**src/rtl/spram_fifo_ctrl_pkg.sv**
```systemverilog
// Shared constants for the single-port-RAM FIFO controller: RAM command
// encodings ({CEN, WEN}, active low) and the output buffer depth.
package spram_fifo_ctrl_pkg;

  typedef enum logic [1:0] {
    RAM_WRITE = 2'b00,
    RAM_READ  = 2'b01,
    RAM_IDLE  = 2'b11
  } ram_cmd_e;

  localparam int OBUF_DEPTH = 2;

endpackage

```
**src/rtl/spram_fifo_obuf.sv**
```systemverilog
// Two-entry output buffer that catches RAM read data and presents the head word
// with valid/ready; the head stays put until it is popped.
module spram_fifo_obuf
  import spram_fifo_ctrl_pkg::*;
#(
  parameter int DATA_WIDTH = 32
) (
  input  logic                  clk,
  input  logic                  rst,
  input  logic                  push_i,
  input  logic [DATA_WIDTH-1:0] push_data_i,
  output logic                  out_valid_o,
  input  logic                  out_ready_i,
  output logic [DATA_WIDTH-1:0] out_data_o,
  output logic [1:0]            occ_o
);

  logic [DATA_WIDTH-1:0] mem_q [OBUF_DEPTH];
  logic                  wr_idx_q, wr_idx_d;
  logic                  rd_idx_q, rd_idx_d;
  logic [1:0]            occ_q, occ_d;
  logic                  pop;

  assign out_valid_o = (occ_q != 2'd0);
  assign out_data_o  = mem_q[rd_idx_q];
  assign occ_o       = occ_q;
  assign pop         = out_valid_o & out_ready_i;

  always_comb begin
    wr_idx_d = wr_idx_q ^ push_i;
    rd_idx_d = rd_idx_q ^ pop;
    occ_d    = occ_q + {1'b0, push_i} - {1'b0, pop};
  end

  always_ff @(posedge clk or posedge rst) begin
    if (rst) begin
      wr_idx_q <= 1'b0;
      rd_idx_q <= 1'b0;
      occ_q    <= 2'd0;
    end else begin
      wr_idx_q <= wr_idx_d;
      rd_idx_q <= rd_idx_d;
      occ_q    <= occ_d;
    end
  end

  // Storage needs no reset: occupancy alone decides what is visible.
  always_ff @(posedge clk) begin
    if (push_i) mem_q[wr_idx_q] <= push_data_i;
  end

endmodule

```
**src/rtl/spram_fifo_ctrl.sv**
```systemverilog
// FIFO controller over an external single-port RAM (1-cycle read latency).
// Handshakes: a word moves on a rising edge where valid & ready are both high.
module spram_fifo_ctrl
  import spram_fifo_ctrl_pkg::*;
#(
  parameter int DATA_WIDTH = 32,
  parameter int DEPTH      = 1024
) (
  input  logic                     CLK,
  input  logic                     RST,
  input  logic                     in_valid,
  output logic                     in_ready,
  input  logic [DATA_WIDTH-1:0]    in_data,
  output logic                     out_valid,
  input  logic                     out_ready,
  output logic [DATA_WIDTH-1:0]    out_data,
  output logic                     ram_CEN,
  output logic                     ram_WEN,
  output logic [$clog2(DEPTH)-1:0] ram_A,
  output logic [DATA_WIDTH-1:0]    ram_D,
  input  logic [DATA_WIDTH-1:0]    ram_Q,
  output logic [$clog2(DEPTH)+1:0] count
);

  localparam int          AW       = $clog2(DEPTH);
  localparam logic [AW:0] FULL_CNT = (AW+1)'(DEPTH);

  logic [AW-1:0] wr_ptr_q, wr_ptr_d;
  logic [AW-1:0] rd_ptr_q, rd_ptr_d;
  logic [AW:0]   ram_cnt_q, ram_cnt_d;
  logic          rd_pend_q, rd_pend_d;
  logic          arb_q, arb_d;
  logic [AW+1:0] count_q, count_d;
  logic [1:0]    occ;
  logic          space, rd_want, wr_want, rd_grant, wr_grant, pop;
  ram_cmd_e      cmd;

  // arb_q == 0 means the next contention goes to the read side.
  always_comb begin
    space    = (ram_cnt_q != FULL_CNT);
    rd_want  = (ram_cnt_q != '0) &&
               (({1'b0, occ} + {2'b00, rd_pend_q}) < 3'(OBUF_DEPTH));
    wr_want  = in_valid & space;
    rd_grant = ~RST & rd_want & (~wr_want | ~arb_q);
    wr_grant = ~RST & wr_want & ~rd_grant;
    pop      = out_valid & out_ready;
  end

  always_comb begin
    wr_ptr_d  = wr_ptr_q + AW'(wr_grant);
    rd_ptr_d  = rd_ptr_q + AW'(rd_grant);
    ram_cnt_d = ram_cnt_q + (AW+1)'(wr_grant) - (AW+1)'(rd_grant);
    rd_pend_d = rd_grant;
    arb_d     = (rd_want & wr_want) ? rd_grant : arb_q;
    count_d   = count_q + (AW+2)'(wr_grant) - (AW+2)'(pop);
  end

  always_ff @(posedge CLK or posedge RST) begin
    if (RST) begin
      wr_ptr_q  <= '0;
      rd_ptr_q  <= '0;
      ram_cnt_q <= '0;
      rd_pend_q <= 1'b0;
      arb_q     <= 1'b0;
      count_q   <= '0;
    end else begin
      wr_ptr_q  <= wr_ptr_d;
      rd_ptr_q  <= rd_ptr_d;
      ram_cnt_q <= ram_cnt_d;
      rd_pend_q <= rd_pend_d;
      arb_q     <= arb_d;
      count_q   <= count_d;
    end
  end

  always_comb begin
    cmd = RAM_IDLE;
    if (rd_grant)      cmd = RAM_READ;
    else if (wr_grant) cmd = RAM_WRITE;
  end

  assign {ram_CEN, ram_WEN} = cmd;
  assign ram_A    = rd_grant ? rd_ptr_q : wr_ptr_q;
  assign ram_D    = in_data;
  assign in_ready = ~RST & space & ~rd_grant;
  assign count    = count_q;

  spram_fifo_obuf #(
    .DATA_WIDTH(DATA_WIDTH)
  ) u_obuf (
    .clk        (CLK),
    .rst        (RST),
    .push_i     (rd_pend_q),
    .push_data_i(ram_Q),
    .out_valid_o(out_valid),
    .out_ready_i(out_ready),
    .out_data_o (out_data),
    .occ_o      (occ)
  );

endmodule

```
**config.mk**
```make
export PLATFORM = sky130hd
export DESIGN_NAME = spram_fifo_ctrl
export DESIGN_NICKNAME = d
export VERILOG_FILES = /design/src/rtl/spram_fifo_ctrl_pkg.sv /design/src/rtl/spram_fifo_obuf.sv /design/src/rtl/spram_fifo_ctrl.sv
export SDC_FILE = /design/constraint.sdc
export NUM_CORES = 1
export LEC_CHECK = 0
export BUFFER_PORTS_ARGS = -buffer_cell sky130_fd_sc_hd__buf_2
export CORE_UTILIZATION = 52
export DETAILED_ROUTE_END_ITERATION = 7
export PLACE_DENSITY_LB_ADDON = 0.15
export SETUP_SLACK_MARGIN = 0.1
export SYNTH_ARGS = -nofsm -noshare
export SYNTH_HDL_FRONTEND = slang
export SYNTH_SLANG_ARGS = --single-unit
```
**constraint.sdc**
```tcl
create_clock -name CLK -period 5 [get_ports CLK]
set_clock_uncertainty 0.2 [all_clocks]
set_input_delay 0.5 -clock CLK [delete_from_list [all_inputs] [get_ports CLK]]
set_output_delay 0.5 -clock CLK [all_outputs]
set_load 0.03 [all_outputs]
```
## After elaboration in Yosys (flattened, before gate mapping)

Memories as Yosys holds them, arrays and structs flattened.
Index checks and enable logic that the tools add are counted.

- Flip-flop bits (word level): 49
- Memory bits (writable): 64
- Input bits: 68
- Output and inout bits: 90
- Word-level logic and storage cells: 45
- Memories: 1

Memory list:

| memory | words | width | read ports | clocked after Yosys merged registers in | write ports | RTL line | text |
|---|---|---|---|---|---|---|---|
| u_obuf.mem_q | 2 | 32 | 1 | 0 | 1 | spram_fifo_obuf.sv:18 | `logic [DATA_WIDTH-1:0] mem_q [OBUF_DEPTH];` |

- Add/subtract/negate cells: 9
- $lt $le $gt $ge: 1
- Eq/ne operators: 1
- Muxes and demuxes: 5
- Bitwise logic cells: 16
- Reductions and logical operators: 3

Operators with widths:

| kind | number |
|---|---|
| $add 10x1->10 | 2 |
| $add 12x1->12 | 1 |
| $sub 12x1->12 | 1 |
| $add 11x1->11 | 1 |
| $ne 11x11->1 const B | 1 |
| $reduce_bool 11->1 | 1 |
| $sub 11x1->11 | 1 |
| $mux 10 | 1 |
| $and 1x1->1 | 9 |
| $mux 2 | 2 |
| $not 1->1 | 4 |
| $add 2x1->3 | 1 |
| $lt 3x2->1 const B | 1 |
| $add 2x1->2 | 1 |
| $mux 1 | 2 |
| $reduce_bool 2->1 | 1 |
| $sub 2x1->2 | 1 |
| $xor 1x1->1 | 2 |
| $logic_and 1x1->1 | 1 |
| $or 1x1->1 | 1 |

## Longest topological paths before layout

Gate-level depths: netlist of the first run.

- Depth after elaboration: 9
- Depth in mapped cells: 16
- Gate-level depth less buffers: 16

## Modules after synthesis

From an unflattened synthesis of the first run, not the netlist that was laid out.

- Cell total of the unflattened synthesis: 410
- Area, all modules: 5607.9 um^2

By module, submodules not included:

| module | times used | cells an instance | area each (um^2) | seq. area each (um^2) |
|---|---|---|---|---|
| spram_fifo_ctrl | 1 | 292 | 2936.6 | 1126.1 |
| spram_fifo_obuf | 1 | 118 | 2671.3 | 2021.9 |

## Worst setup path before layout of the first run

Ideal clock, no wire load.

- Path kind: register -> register
- From: reg ram_cnt_q[4]
- To: reg count_q[8] (netlist: count[8])
- Library setup time: 0.132 ns
- Arrival: 3.760 ns
- Required time: 4.668 ns
- Slack: 0.909 ns
- Stages on the path, launching flop included: 17
- Path buffers: 0
- Clock period less this slack: 4.091 ns
- Path through: dfrtp_1 inv_1 ha_1 and4bb_1 nand3_4 o21ai_4 a311oi_4 or3_2 ha_1 inv_1 ha_1 fa_1 a211oi_1 o21bai_1 a2111oi_0 nor3_1 xor2_1

- Longest elaborated chain between the ends: 9
- Elaborated cells between the ends (all ways): 13
- Those cells by class: 2 x add/sub; 1 x eq/ne; 8 x bitwise; 2 x reduce/logical

Ends and longest elaborated chain:

| item | RTL line | text |
|---|---|---|
| start, declared | spram_fifo_ctrl.sv:30 | `logic [AW:0] ram_cnt_q, ram_cnt_d;` |
| start signal, assigned | spram_fifo_ctrl.sv:69 | `ram_cnt_q <= ram_cnt_d;` |
| $ne 11x11->1 | spram_fifo_ctrl.sv:40 | `space = (ram_cnt_q != FULL_CNT);` |
| $and 1x1->1 | spram_fifo_ctrl.sv:43 | `wr_want = in_valid & space;` |
| $not 1->1 | spram_fifo_ctrl.sv:44 | `rd_grant = ~RST & rd_want & (~wr_want \| ~arb_q);` |
| $or 1x1->1 | spram_fifo_ctrl.sv:44 |  |
| $and 1x1->1 | spram_fifo_ctrl.sv:44 |  |
| $not 1->1 | spram_fifo_ctrl.sv:45 | `wr_grant = ~RST & wr_want & ~rd_grant;` |
| $and 1x1->1 * | spram_fifo_ctrl.sv:45 |  |
| $add 12x1->12 * | spram_fifo_ctrl.sv:55 | `count_d = count_q + (AW+2)'(wr_grant) - (AW+2)'(pop);` |
| $sub 12x1->12 * | spram_fifo_ctrl.sv:55 |  |
| net count_d[8] | spram_fifo_ctrl.sv:33 | `logic [AW+1:0] count_q, count_d;` |
| end signal, assigned | spram_fifo_ctrl.sv:72 | `count_q <= count_d;` |
| end, declared | spram_fifo_ctrl.sv:33 |  |

The timed path passes the listed nets; every way through them passes the cells marked *.
A chain may end at the register's enable or synchronous reset.

## Final worst setup path of the first run

- From: reg ram_cnt_q[2]
- To: reg count_q[8] (netlist: count[8])

The elaborated chain is that of the path after synthesis.

==> impl_metrics.py, run 1 <==
metrics = {
    "status": {
        "status": "finished, final reports clean",
    },
    "sta": {
        "min_period_over_period_pct": 86.49,
        "clock.fmax_mhz": 231.3,
        "fin_crit_ps": 4324,
        "fin_tns_setup_ps": 0,
        "rsz0062_at_grt": "false",
        "finalSetupViolCount": 0,
        "maxSlewViolCount": 0,
        "slew-limit-headroom_pct": 31.12,
        "hold_viol_final": 0,
        "max_slew.worst_pin.slew_ps": 1032,
    },
    "synthesis": {
        "syn_avg_cell_area_sq_um": 13.71,
        "synth_area_leaders": "edfxtp_1 35%, dfrtp_1 22%, ha_1 7.7%",
        "synthCells": 405,
        "synth_common_cells": "64 x edfxtp_1, 49 x dfrtp_1, 36 x mux2_2",
        "syn_nets": 509,
        "synthMostInstantiatedCell": "edfxtp_1",
        "synth_top_area_share_pct": 34.61,
        "synth.largest_area_cell": "edfxtp_1",
        "ys.flop_type": "edfxtp_1",
        "syn-cell-area_sq_um": 5553,
        "synth_enable_flop_cells": 64,
        "synth_seq_cells": 113,
        "ys_types": 47,
        "yosysSeqAreaShare_pct": 56.69,
        "yosys_warnings": 0,
        "async_flop_share_pct": 43.36,
    },
    "cells_and_area": {
        "nNetsFinal": 619,
        "diodes": 0,
        "nFillCells": 744,
        "fin_cells": 664,
        "area_growth_syn_to_layout_pct": 23.68,
        "final_layout_size_suffix_gt1_share_pct": 32.95,
    },
    "worst_setup_path": {
        "crit_family": "compound AO/OA/AOI/OAI gates",
        "crit_required_ps": 5180,
        "cp_common_cell": "ha_1",
        "r2r-start": "ram_cnt_q[2]",
        "path_class": "flop to flop",
        "max_stage_delay_ps": 540,
        "cp.arrival_ps": 4500,
        "crit_path_start_kind": "flop",
        "path_cells": "inv_1 -> ha_1 -> and4bb_1 -> nand3_4 -> o21ai_4 -> a311oi_4 -> or3_2 -> ha_1 -> inv_1 -> ha_1 -> fa_1 -> a211oi_1 -> o21bai_1 -> a2111oi_0 -> nor3_1 -> xor2_1",
        "crit_path_max_fanout": 5,
        "startpoint": "ram_cnt_q[2]",
        "crit_path_top_delay_cell": "a2111oi_0",
        "crit_buf_inv": 2,
        "endpoint_kind": "flop",
        "reg2reg_slack_ps": 680,
    },
    "clock_tree": {
        "clock_path_buffers": 2,
        "cts_setup_buffers": 0,
        "h-tree-depth": 4,
        "numClockSinks": 113,
        "clkTransAtPathRegs_ps": 60,
        "cts_root_buffer": "clkbuf_8",
        "clk_latency_ps": 510,
        "cts-buffers-inserted": 17,
        "tritoncts": "yes",
    },
    "min_path": {
        "min-delay-start": "in_valid",
        "hold_class": "primary input to flop",
    },
    "drt": {
        "drcViolationCount": 0,
        "post_drt_via_cell_ratio": 5.172,
        "drt-wirelength-per-cell_microns": 15.46,
        "wl_mm": 10.26,
        "firstDrtPassIters": 4,
        "dr_total_vias": 3434,
        "dr.first_iter.drc_count": 121,
        "ant_nets": 0,
    },
    "floorplanning": {
        "pin_count": 158,
        "start_util_pct": 53.79,
        "rows": 37,
        "core_area_sq_um": 10320,
        "die_y_microns": 105.3,
        "die-area_sq_um": 11100,
        "fp.dieW_microns": 105.3,
    },
    "global_route": {
        "grt_usage_pct": 19.79,
        "grtUsageMet2_pct": 31.81,
        "grt_pass1_wl_mm": 16.79,
        "grt_pass1_vias": 3490,
        "antenna_found_initial": 0,
        "globalRoute.totalOverflow": 0,
        "met1_usage_pct": 24.66,
        "busiest_layer": "met2",
        "met3_usage_pct": 6.061,
        "grt_max_degree": 50,
    },
    "power": {
        "p_leak_nw": 3.002,
        "vdd_drop_max_uv": 382.9,
        "powerDensity_nw_per_um2": 731.6,
    },
    "run": {
        "max_cap_viol_count": 0,
    },
    "place": {
        "dp_cells": 600,
        "numPortBuffers": 93,
        "dpl.hpwl_mm": 6.873,
        "routabilityCongestion": 0.7558,
    },
}
final timing paths:
check | depth (start not counted) | end
setup / recovery | 16 | count[8]
hold / removal | 2 | rd_pend_q
setup reg to reg | 16 | count[8]
hold reg to reg | 1 | u_obuf.rd_idx_q
max in group asynchronous | 2 | u_obuf.rd_idx_q
min in group asynchronous | 2 | wr_ptr_q[0]
cells by family after synthesis:
| family | share of synthesized area (%) |
|---|---|
| flip-flops | 56.69 |
| buffers and inverters | 7.030 |
| AND/OR/NAND/NOR | 6.467 |
| AO/OA/AOI/OAI | 6.197 |
| multiplexers | 8.923 |
| XOR/XNOR | 6.309 |
| adder cells (fa/ha/maj) | 8.382 |
cell type report:
cell class	count	area, sq um	share of cell area, %
Clock buffer	17	414.1	6.030
Clock inverter	15	188.9	2.751
Inverter	31	116.4	1.694
Multi-Input combinational cell	223	2014	29.33
Sequential cell	113	3148	45.84
Tap cell	136	170.2	2.478
Timing Repair Buffer	129	815.8	11.88
power breakdown:
group,internal (W),switching [W],leakage [nW]
clock network,0.000804,0.000414,0.287
registers,0.00129,0.000159,1.19
logic,0.000977,0.00138,1.53
total,0.00307,0.00195,3.00
registers in the layout, indices dropped and copies added, names as in the netlist:
signal           flops
u_obuf.mem_q        64
count               12
ram_cnt_q           11
rd_ptr_q            10
wr_ptr_q            10
u_obuf.occ_o         2
arb_q                1
rd_pend_q            1
u_obuf.rd_idx_q      1
u_obuf.wr_idx_q      1
layer usage:
metal / wire length (microns) / vias to the layer above / share of wire, %
li1: - / 1644 / -
met1: 4435 / 1658 / 43
met2: 5065 / 104 / 49
met3: 587 / 28 / 5.7
met4: 175 / 0 / 1.7
met5: 0 / - / 0
worst reg2reg max path: stages (launching register included):
cell and delay [ps]:
dfrtp_1 380, inv_1 90, ha_1 150, and4bb_1 240, nand3_4 130, o21ai_4 230
a311oi_4 70, or3_2 480, ha_1 290, inv_1 40, ha_1 200, fa_1 420
a211oi_1 310, o21bai_1 130, a2111oi_0 540, nor3_1 150, xor2_1 160
cells in the final DEF, fill, tap and decap left out, types with 6 or more instances in the layout:
cell type	instances
inv_1	30
ha_1	34
a21oi_1	15
mux2_2	36
dfrtp_1	49
nand3_1	15
xor2_1	11
dlygate4sd3_1	32
nor2_1	13
and3_1	8
xnor2_1	29
mux2_4	6
buf_2	93
clkbuf_16	16
edfxtp_1	64
stage by stage:
step                cell area (sq um)  setup WS, ps  utilization, %  hold slack, ps  total power, W
finish                           6868         675.7           66.53           108.4        0.005025
global route                     6868         437.9           66.53           82.41        0.005341
CTS                              6868         676.7           66.53           67.77        0.005073
detailed placement               5944         704.7           57.58           261.1        0.003801
global placement                 5944         929.4           57.58           256.4        0.003743
floorplan                        5553         908.7               -           240.1        0.003336
timing repair:
item	CTS	global route
hold buffers	32	0
hold endpoints to repair	64	0
resized for setup	0	0
No activity file was read; power rests on OpenSTA's default activity.
==> run 2: changes to the inputs <==
--- a/config.mk
+++ b/config.mk
@@ -9,6 +9,7 @@
 export CORE_UTILIZATION = 52
 export DETAILED_ROUTE_END_ITERATION = 7
 export PLACE_DENSITY_LB_ADDON = 0.15
+export REMOVE_ABC_BUFFERS = 1
 export SETUP_SLACK_MARGIN = 0.1
 export SYNTH_ARGS = -nofsm -noshare
 export SYNTH_HDL_FRONTEND = slang
==> impl_metrics.py, run 2 (synthesis gave the netlist of run 1 again) <==
metrics = {
    "status": {
        "status": "finished, final reports clean",
    },
    "sta": {
        "setup_slack_ps": 777.3,
        "clock.fmax_mhz": 236.8,
        "maxSlewViolCount": 0,
        "hold_viol_final": 0,
        "max_slew.worst_pin.slew_ps": 1032,
        "fin_tns_setup_ps": 0,
        "min_period_over_period_pct": 84.45,
        "fin_crit_ps": 4223,
        "finalSetupViolCount": 0,
        "rsz0062_at_grt": "false",
        "slew-limit-headroom_pct": 31.07,
    },
    "drt": {
        "wirelength_met1_mm": 4.888,
        "post_drt_via_cell_ratio": 5.120,
        "firstDrtPassIters": 4,
        "dr_total_vias": 3400,
        "drt-wirelength-per-cell_microns": 16.69,
        "route.met3.wl_microns": 926,
        "highest_layer": "met4",
        "drcViolationCount": 0,
        "wl_mm": 11.08,
        "dr.first_iter.drc_count": 109,
        "met2_length_mm": 5.192,
        "ant_nets": 0,
    },
    "power": {
        "p_switching_w": 0.001991,
        "p_sw_share_pct": 39.55,
        "vdd_drop_max_uv": 401.6,
        "pwr-share-clk_pct": 24.4,
        "p_leak_nw": 3.018,
        "seqPwrFrac_pct": 28.7,
        "combinationalPowerShare_pct": 46.9,
        "powerDensity_nw_per_um2": 731.9,
        "power.internal_w": 0.003043,
    },
    "min_path": {
        "hold_depth": 2,
        "hold_class": "primary input to flop",
    },
    "worst_setup_path": {
        "crit_path_max_fanout": 5,
        "crit_required_ps": 5160,
        "endpoint_kind": "flop",
        "crit_path_start_kind": "flop",
        "path_class": "flop to flop",
        "cp.arrival_ps": 4390,
        "r2r_cells": 16,
    },
    "clock_tree": {
        "clk_latency_ps": 490,
        "cts-buffers-inserted": 17,
        "cts_setup_buffers": 0,
        "h-tree-depth": 4,
        "cts_root_buffer": "clkbuf_8",
        "tritoncts": "yes",
        "clock_path_buffers": 2,
        "clkTransAtPathRegs_ps": 60,
        "numClockSinks": 113,
    },
    "floorplanning": {
        "pin_count": 158,
        "die-area_sq_um": 11100,
        "die_y_microns": 105.3,
        "rows": 37,
        "fp.dieW_microns": 105.3,
        "start_util_pct": 53.79,
        "core_area_sq_um": 10320,
    },
    "cells_and_area": {
        "diodes": 0,
        "top_register": "u_obuf.mem_q",
        "final_cell_mix": "93 x buf_2, 64 x edfxtp_1, 49 x dfrtp_1",
        "nFillCells": 776,
        "final_common_cell": "buf_2",
        "nNetsFinal": 619,
        "final_layout_size_suffix_gt1_share_pct": 33.90,
        "largest_reg_flops": 64,
        "area_growth_syn_to_layout_pct": 23.86,
    },
    "global_route": {
        "grt_usage_pct": 20.93,
        "grt_pass1_vias": 3509,
        "antenna_found_initial": 0,
        "globalRoute.totalOverflow": 0,
        "grt_max_degree": 50,
        "grt_pass1_wl_mm": 17.70,
    },
    "place": {
        "place_ws_ps": 778.3,
        "numPortBuffers": 93,
        "routabilityCongestion": 0.7804,
        "dpl.hpwl_mm": 7.504,
    },
    "run": {
        "max_cap_viol_count": 0,
    },
}
-- run 2: what timing repair did --
action,CTS,global route
hold endpoints to repair,64,0
resized for setup,0,0
hold buffers,32,0
-- run 2: final timing paths --
path	startpoint	end	slack (ps)
min in group asynchronous	RST	rd_ptr_q[0]	140
worst min register to register	rd_ptr_q[9]	rd_ptr_q[9]	270
worst min-delay path	in_valid	rd_pend_q	120
worst max-delay path	ram_cnt_q[4]	count[8]	780
max in group asynchronous	RST	u_obuf.occ_o[1]	3820
worst max register to register	ram_cnt_q[4]	count[8]	780
-- run 2: worst max-delay path, stage by stage (launching register included) --
cell and delay (ps):
dfrtp_1 380, inv_1 90, ha_1 140, and4bb_1 240
nand3_4 130, o21ai_4 220, a311oi_4 70, or3_2 470
ha_1 290, inv_1 40, ha_1 190, fa_1 420
a211oi_1 310, o21bai_1 150, a2111oi_0 440, nor3_1 140
xor2_1 170
-- run 2: stage by stage --
stage | hold WS (ps) | instances | power [W] | utilization [%] | area, sq um
4_1_cts | 91.49 | 664 | 0.005072 | 66.62 | 6878
2_1_floorplan | 240.1 | 367 | 0.003272 | - | 5279
3_5_place_dp | 273.3 | 600 | 0.003804 | 57.58 | 5944
5_1_grt | 106.4 | 664 | 0.005364 | 66.62 | 6878
3_3_place_gp | 259.6 | 600 | 0.003731 | 57.58 | 5944
6_report | 123.1 | 664 | 0.005034 | 66.62 | 6878
-- run 2: routing by layer --
metal  vias up  global-route usage, %
met5         -                  1.905
met4         0                  5.131
met3         8                  10.02
met2       102                  32.24
met1      1645                  26.43
li1       1645                      -
-- run 2: area by class of cell --
type                       count  area [sq um]  share of cell area (%)
multi-input combinational    223          2014                   29.29
clock buffer                  17         414.1                   6.021
clock inverter                15         198.9                   2.892
tap                          136         170.2                   2.474
sequential                   113          3148                   45.77
inverter                      31         116.4                   1.692
timing repair buffer         129         815.8                   11.86
-- run 2: power by group through the flow --
stage	clock (W)	sequential (W)	combinational, W
2_1_floorplan	0	0.00157	0.00171
3_3_place_gp	0	0.00145	0.00228
3_5_place_dp	0	0.00147	0.00234
4_1_cts	0.00125	0.00145	0.00237
5_1_grt	0.00129	0.00148	0.00259
6_report	0.00123	0.00145	0.00236
